`src/rtl/s2p_pkg.sv`:
```
// Shared state encoding and default configuration for the comma-aligning
// serial-to-parallel converter.
package s2p_pkg;

    typedef enum logic [1:0] {
        HUNT   = 2'd0,
        ALIGN  = 2'd1,
        LOCKED = 2'd2
    } state_t;

    localparam int         DEF_WIDTH      = 8;
    localparam logic [7:0] DEF_COMMA      = 8'hBC;
    localparam int         DEF_LOCK_COUNT = 4;
    localparam int         DEF_MAX_GAP    = 64;

endpackage

```
`src/rtl/s2p_lane.sv`:
```
// One serial lane: sliding comma hunt, word-boundary alignment check, locked delivery.
// Optional loss-of-sync supervision is compiled in with `define S2P_LOS_EN.
module s2p_lane
    import s2p_pkg::*;
#(
    parameter int               WIDTH      = DEF_WIDTH,
    parameter logic [WIDTH-1:0] COMMA      = WIDTH'(DEF_COMMA),
    parameter int               LOCK_COUNT = DEF_LOCK_COUNT,
    parameter int               MAX_GAP    = DEF_MAX_GAP
) (
    input  logic             i_clk,
    input  logic             i_rst,
    input  logic             i_serial,
    output logic [WIDTH-1:0] o_data,
    output logic             o_valid,
    output logic             o_active,
    output logic             o_idle
);

    localparam int BW = (WIDTH > 1) ? $clog2(WIDTH) : 1;
    localparam int CW = (LOCK_COUNT > 0) ? $clog2(LOCK_COUNT + 1) : 1;

    if (LOCK_COUNT < 1 || MAX_GAP < 1 || WIDTH < 2) begin : g_bad_cfg
        $error("s2p_lane: WIDTH >= 2, LOCK_COUNT >= 1 and MAX_GAP >= 1 required");
    end

    state_t           r_state;
    logic [WIDTH-1:0] r_shreg;
    logic [BW-1:0]    r_bitcnt;
    logic [CW-1:0]    r_commacnt;
    logic [WIDTH-1:0] r_data;
    logic             r_valid;
    logic             r_active;
    logic             r_idle;
`ifdef S2P_LOS_EN
    localparam int GW = $clog2(MAX_GAP + 1);
    logic [GW-1:0]    r_gapcnt;
`endif

    logic [WIDTH-1:0] w_nxt;
    logic             w_boundary;
    logic             w_comma;

    assign w_nxt      = {r_shreg[WIDTH-2:0], i_serial};
    assign w_boundary = (r_bitcnt == BW'(WIDTH - 1));
    assign w_comma    = (w_nxt == COMMA);

    always_ff @(posedge i_clk or posedge i_rst) begin
        if (i_rst) begin
            r_state    <= HUNT;
            r_shreg    <= '0;
            r_bitcnt   <= '0;
            r_commacnt <= '0;
            r_data     <= '0;
            r_valid    <= 1'b0;
            r_active   <= 1'b0;
            r_idle     <= 1'b0;
`ifdef S2P_LOS_EN
            r_gapcnt   <= '0;
`endif
        end else begin
            r_shreg  <= w_nxt;
            r_bitcnt <= w_boundary ? '0 : r_bitcnt + 1'b1;
            r_valid  <= 1'b0;
            case (r_state)
                HUNT: begin
                    // Sliding search: a match anywhere fixes the word boundary
                    if (w_comma) begin
                        r_bitcnt   <= '0;
                        r_commacnt <= CW'(1);
                        if (LOCK_COUNT == 1) begin
                            r_state  <= LOCKED;
                            r_active <= 1'b1;
                            r_idle   <= 1'b1;
                        end else begin
                            r_state <= ALIGN;
                        end
                    end
                end
                ALIGN: begin
                    if (w_boundary) begin
                        if (w_comma) begin
                            if (r_commacnt != CW'(LOCK_COUNT))
                                r_commacnt <= r_commacnt + 1'b1;
                            if (r_commacnt >= CW'(LOCK_COUNT - 1)) begin
                                r_state  <= LOCKED;
                                r_active <= 1'b1;
                                r_idle   <= 1'b1;
                            end
                        end else begin
                            r_state    <= HUNT;
                            r_commacnt <= '0;
                        end
                    end
                end
                LOCKED: begin
                    if (w_boundary) begin
                        if (w_comma) begin
                            r_idle <= 1'b1;
`ifdef S2P_LOS_EN
                            r_gapcnt <= '0;
`endif
                        end else begin
                            r_data  <= w_nxt;
                            r_valid <= 1'b1;
                            r_idle  <= 1'b0;
`ifdef S2P_LOS_EN
                            // The word that overruns the gap is still delivered
                            if (r_gapcnt == GW'(MAX_GAP)) begin
                                r_state    <= HUNT;
                                r_active   <= 1'b0;
                                r_commacnt <= '0;
                                r_gapcnt   <= '0;
                            end else begin
                                r_gapcnt <= r_gapcnt + 1'b1;
                            end
`endif
                        end
                    end
                end
                default: r_state <= HUNT;
            endcase
        end
    end

    assign o_data   = r_data;
    assign o_valid  = r_valid;
    assign o_active = r_active;
    assign o_idle   = r_idle;

endmodule

```
`src/rtl/s2p_comma_align.sv`:
```
// Multi-lane serial-to-parallel converter with per-lane comma alignment and lock.
// Lanes are independent; `define S2P_LOS_EN enables loss-of-sync in every lane.
module s2p_comma_align
    import s2p_pkg::*;
#(
    parameter int               LANES      = 1,
    parameter int               WIDTH      = DEF_WIDTH,
    parameter logic [WIDTH-1:0] COMMA      = WIDTH'(DEF_COMMA),
    parameter int               LOCK_COUNT = DEF_LOCK_COUNT,
    parameter int               MAX_GAP    = DEF_MAX_GAP
) (
    input  logic                   clk_32f,
    input  logic                   reset,
    input  logic [LANES-1:0]       serial_in,
    output logic [LANES*WIDTH-1:0] data_out,
    output logic [LANES-1:0]       valid,
    output logic [LANES-1:0]       active,
    output logic [LANES-1:0]       idle_out
);

    for (genvar g = 0; g < LANES; g++) begin : g_lane
        s2p_lane #(
            .WIDTH      (WIDTH),
            .COMMA      (COMMA),
            .LOCK_COUNT (LOCK_COUNT),
            .MAX_GAP    (MAX_GAP)
        ) u_lane (
            .i_clk    (clk_32f),
            .i_rst    (reset),
            .i_serial (serial_in[g]),
            .o_data   (data_out[g*WIDTH +: WIDTH]),
            .o_valid  (valid[g]),
            .o_active (active[g]),
            .o_idle   (idle_out[g])
        );
    end

endmodule

```
`config.mk`:
```
export PLATFORM = sky130hd
export DESIGN_NAME = s2p_comma_align
export DESIGN_NICKNAME = d
export VERILOG_FILES = /design/src/rtl/s2p_pkg.sv /design/src/rtl/s2p_lane.sv /design/src/rtl/s2p_comma_align.sv
export SDC_FILE = /design/constraint.sdc
export NUM_CORES = 1
export LEC_CHECK = 0
export CORE_ASPECT_RATIO = 1.5
export CORE_MARGIN = 1
export CORE_UTILIZATION = 49
export CTS_CLUSTER_DIAMETER = 100
export DETAILED_ROUTE_END_ITERATION = 8
export PLACE_DENSITY = 0.72
export SLEW_MARGIN = 0
export SYNTH_ARGS = -nofsm -noshare
export SYNTH_HDL_FRONTEND = slang
export SYNTH_HIERARCHICAL = 1
export SYNTH_SLANG_ARGS = --single-unit
```
`constraint.sdc`:
```
create_clock -name clk_32f -period 2.1 [get_ports clk_32f]
set_input_delay 0.21 -clock clk_32f [delete_from_list [all_inputs] [get_ports clk_32f]]
set_output_delay 0.21 -clock clk_32f [all_outputs]
set_load 0.05 [all_outputs]
```
# Word-level counts from Yosys, hierarchy flattened
# Index checks and enable logic that the tools add are counted.
[op_classes]
order_cmp = 1
n_addsub = 2
n_bitwise = 2
eq_ne = 12
reduce_logical = 8
muxes = 22
[op_table]
columns = ["operator", "count"]
rows = [
  ["3-bit two-way mux", 7],
  ["4-bit AND reduction", 3],
  ["2-bit by 1-bit inequality test with 1-bit output, second input constant", 5],
  ["3-bit inequality test, second input constant", 3],
  ["8-bit equality test, second input constant", 1],
  ["1-bit two-way mux", 8],
  ["2-bit two-way mux", 4],
  ["3-bit by 1-bit adder with 3-bit output, second input constant", 2],
  ["2-bit case mux with 3 select lines", 1],
  ["3-bit case mux with 2 select lines", 1],
  ["5-bit AND reduction", 1],
  ["2-bit nonzero test", 2],
  ["3-bit equality test, second input constant", 1],
  ["3-bit by 2-bit greater-or-equal comparator with 1-bit output, second input constant", 1],
  ["3-bit AND reduction", 1],
  ["2-bit by 1-bit equality test with 1-bit output, second input constant", 1],
  ["2-bit equality test, second input constant", 1],
  ["2-bit logical NOT", 1],
  ["1-bit NOT", 2],
  ["1-bit case mux with 2 select lines", 1],
]
[totals]
ff_bits = 26
in_bits = 3

# Depth between registers and ports, before layout
[logic_depth]
ltp_word = 5
ltp_mapped = 7
ltp_nobuf = 6

# Worst setup path before layout
# OpenSTA, ideal clock, no wires.
[synth_path]
kind = "reg2reg"
start = "register g_lane[0].u_lane.r_bitcnt[0]"
end = "register g_lane[0].u_lane.r_data[0]"
arrival_ns = 1.481
stages_incl_launch_ff = 7
required_time_ns = 1.975
n_path_buf = 2
setup_slack_ns = 0.494
cell_sequence = "dfrtp_1 > ha_1 > ha_1 > clkbuf_1 > and3_1 > buf_6 > mux2_4"
[synth_via]
elab_chain_cells = 2
[synth_rtl]
columns = ["element", "line", "text"]
rows = [
  ["from (decl)", "s2p_lane.sv:29", "logic [BW-1:0] r_bitcnt;"],
  ["from (signal assigned)", "s2p_lane.sv:63", "r_bitcnt <= w_boundary ? '0 : r_bitcnt + 1'b1;"],
  ["3-bit equality test", "s2p_lane.sv:45", "assign w_boundary = (r_bitcnt == BW'(WIDTH - 1));"],
  ["3-bit AND reduction (no source line)", "--", ""],
  ["to (signal assigned)", "s2p_lane.sv:104", "r_data <= w_nxt;"],
  ["to (decl)", "s2p_lane.sv:31", "logic [WIDTH-1:0] r_data;"],
]
# No other way between the ends.
# A chain may end at the register's enable or synchronous reset.

# Worst setup path after layout
[layout_path]
start = "register g_lane[0].u_lane.r_data[5]"
end = "output data_out[5]"
[layout_rtl]
columns = ["element", "line", "text"]
rows = [
  ["to (decl)", "s2p_comma_align.sv:15", "output logic [LANES*WIDTH-1:0] data_out,"],
]
# No word-level cell between the ends.

==> summary.txt <==
Initial Utilization = 53.4%
Placed cell area = 1280 um^2
GP Congestion = 0.695
GRT Total Usage = 18.3%
Critical path's slowest cell = clkdlybuf4s50_1
Reg power frac = 58.0%
Final setup viols = 0
Crit path time final = 1.72 ns
Layout area overhead = 17.6%
Net Sw Power = 0.265 mW
M3 GR Usage = 3.30%
# resized after CTS = 0
Post-Syn Instances = 85
Clk pwr share = 24.1%
Synth Area in XOR/XNOR = 0%
Fin crit share = 81.8%
Buf/Inv on CP = 1
Worst-path clk slew = 0.13 ns
Critical Path Sink Type = primary output
Die Area = 2490 um^2
Busiest grt layer = met2
Worst clock skew = 0.00143 ns
Sw Ratio = 26.1%
Die W = 41.1 um
Required time worst endpoint = 1.89 ns
Max cap viols = 0
CP startpoint kind = register
Layout cell share with drive strength beyond 1 = 19.6%
CP max stage delay = 0.81 ns
Final net count = 111
Initial antenna violation count = 0
Syn. warnings = 6
DRC errors left = 0
Critical path type = reg2out
Max FO, Critical Path = 2
I/O pin count = 14
VDD IR max = 0.550 mV
Gate power share = 18.0%
Slew Viols, Final = 0
CP Cell Sequence = clkdlybuf4s50_1
CTS tree = yes
Grt met2 use = 28.8%
Hold Buf Count CTS = 0
Synth Area in Compound Gates = 9.92%
First drt pass iteration count = 4
Post-synth EDFFs = 0
Adder-cell share of the synthesized area = 5.57%
Num CTS Buffers = 3
Vias in the first global route = 721
Starting DRT DRC Count = 12
Power Density = 768 nW/um^2
Filler cell count = 187
Antenna diodes = 0
PortBufs = 13
Grt total ovfl = 0
Worst EP arrival = 1.51 ns
Setup TNS = 0 ns
Largest cells by area after synthesis = dfrtp_1 (58%), mux2_4 (11%), ha_1 (5.6%), a31oi_1 (2.2%), inv_1 (2.0%)
Setup bufs post-CTS = 0
Final instance area = 1320 um^2
Fin. Hold Viols = 0
Post-synth top area share = 58.0%
Slew @ Worst Pin = 0.565 ns
Clk buf depth = 2
First-pass GRT wire length = 3060 um
Synthesized flop and latch total = 26
Core area = 2100 um^2
Top FF cell, synth = dfrtp_1
Post-synth top cells = dfrtp_1 (26), mux2_4 (8), inv_1 (6), nand2_1 (6), ha_1 (5)
Die Ht = 60.6 um
Routed WL = 1750 um
Power Internal = 0.749 mW
Status = finished, final reports clean
Main combinational cell family by area after synthesis = simple AND/OR/NAND/NOR gates
Clk Latency, worst-skew pair = 0.31 ns
Max Clk Rate = 582 MHz
Post-synth cell types = 31
Simple logic cell fraction of the synthesized area = 12.2%
Routed WL per cell = 14.1 um
Synth async-reset ratio = 100%
Cell row count = 20
Synth Net Count = 93
Worst Hold Class = in2async
Largest net degree at the start of global routing = 27
DP Wirelength = 1290 um
Slew HR = 62.4%
RSZ-0062 raised after global routing = no
Post-route ant nets = 0
Avg Cell Area, Syn = 13.2 um^2
Area of the mapped netlist = 1120 um^2
Post-synthesis sequential area ratio = 58.0%
CP top delay family = buffers and inverters
Leakage dissipation = 0.634 nW
Area leader, netlist = dfrtp_1
Sink Count = 26
Met1 Use GR = 24.4%
Mux cell area share after synthesis = 10.7%
CTS Root Cell = clkbuf_4
Cell with the most instances after synthesis = dfrtp_1
CTS H-tree lvls = 1
Via count = 696
DR vias/cell = 5.61
[sequential cells by signal (all words and copies together) (netlist names)]
name                      count
g_lane.u_lane/r_shreg         7
g_lane.u_lane/r_bitcnt        3
g_lane.u_lane/r_state         2
g_lane.u_lane/o_valid         1
g_lane.u_lane/o_active        1
g_lane.u_lane/r_commacnt      3
g_lane.u_lane/o_idle          1
g_lane.u_lane/o_data          8
[power by group through the flow]
stage	clock, mW	combinational [mW]	sequential (mW)
floorplan	0	0.145	0.591
global placement	0	0.178	0.598
detailed placement	0	0.184	0.600
CTS	0.256	0.185	0.590
global route	0.276	0.218	0.598
finish	0.244	0.182	0.588
[placed cells by master (no fill, tap or decap)]
cell type,netlist,final
nor2_1,1,1
nand2b_1,1,1
clkdlybuf4s50_1,0,13
inv_1,6,6
a21o_1,1,1
o21ai_0,2,2
a31o_2,1,1
clkbuf_4,0,3
mux2_4,8,8
buf_4,0,3
and2b_1,1,1
or3_1,1,1
and3_1,2,2
nand4_2,1,1
nor3b_1,1,1
a211o_1,1,1
and4bb_1,1,1
and4_2,1,1
o31ai_1,1,1
and2_1,2,2
dfrtp_1,26,26
nand2_1,6,6
nand3b_1,1,1
nand4_1,1,1
and2b_2,1,1
o32a_2,1,1
clkbuf_8,0,1
a211oi_1,1,1
o22ai_1,1,1
o22a_1,1,1
ha_1,5,5
a21oi_1,2,2
a31oi_1,4,4
[per-layer routing]
metal	up-vias	wire length, um
li1	337	-
met1	344	781
met2	11	903
met3	4	41
met4	0	27
met5	-	0
[stage by stage]
stage	hold WS [ns]	cells	power [mW]	util [%]	setup WS, ns
3_5_place_dp	0.390	120	0.784	61.1	0.0818
6_report	0.223	124	1.01	62.8	0.381
2_1_floorplan	0.241	85	0.736	-	0.494
3_3_place_gp	0.382	120	0.777	61.1	0.124
5_1_grt	0.239	124	1.09	62.8	0.299
4_1_cts	0.226	124	1.03	62.8	0.364
[cell type report]
| type | instances | area, um^2 | share of cell area, % |
|---|---|---|---|
| well taps | 22 | 27.5 | 2.09 |
| flip-flops and latches | 26 | 651 | 49.3 |
| repair buffers | 16 | 153 | 11.6 |
| clock buffers | 4 | 36.3 | 2.75 |
| multi-input cells | 50 | 430 | 32.6 |
| inverters | 6 | 22.5 | 1.71 |
[cells by family (layout without fill, tap and decap cells)]
| kind of cell | count (synthesis) | after routing |
|---|---|---|
| flops | 26 | 26 |
| fa+ha+maj | 5 | 5 |
| simple gates | 21 | 21 |
| mux | 8 | 8 |
| compound gates | 16 | 16 |
| buf+inv | 9 | 26 |
[worst paths after layout]
check / from / to / slack (ns) / cells past startpoint
min reg2reg: g_lane[0].u_lane/r_shreg[5] / g_lane[0].u_lane/r_shreg[6] / 0.43 / 0
max reg2reg: g_lane[0].u_lane/r_shreg[1] / g_lane[0].u_lane/o_data[3] / 0.39 / 4
max in group asynchronous: reset / g_lane[0].u_lane/r_state[1] / 1.64 / 3
max: g_lane[0].u_lane/o_data[5] / data_out[5] / 0.38 / 1
min: reset / g_lane[0].u_lane/r_bitcnt[2] / 0.22 / 3
min in group clk_32f: serial_in / g_lane[0].u_lane/r_shreg[0] / 0.38 / 1
No activity file was read; power rests on OpenSTA's default activity.
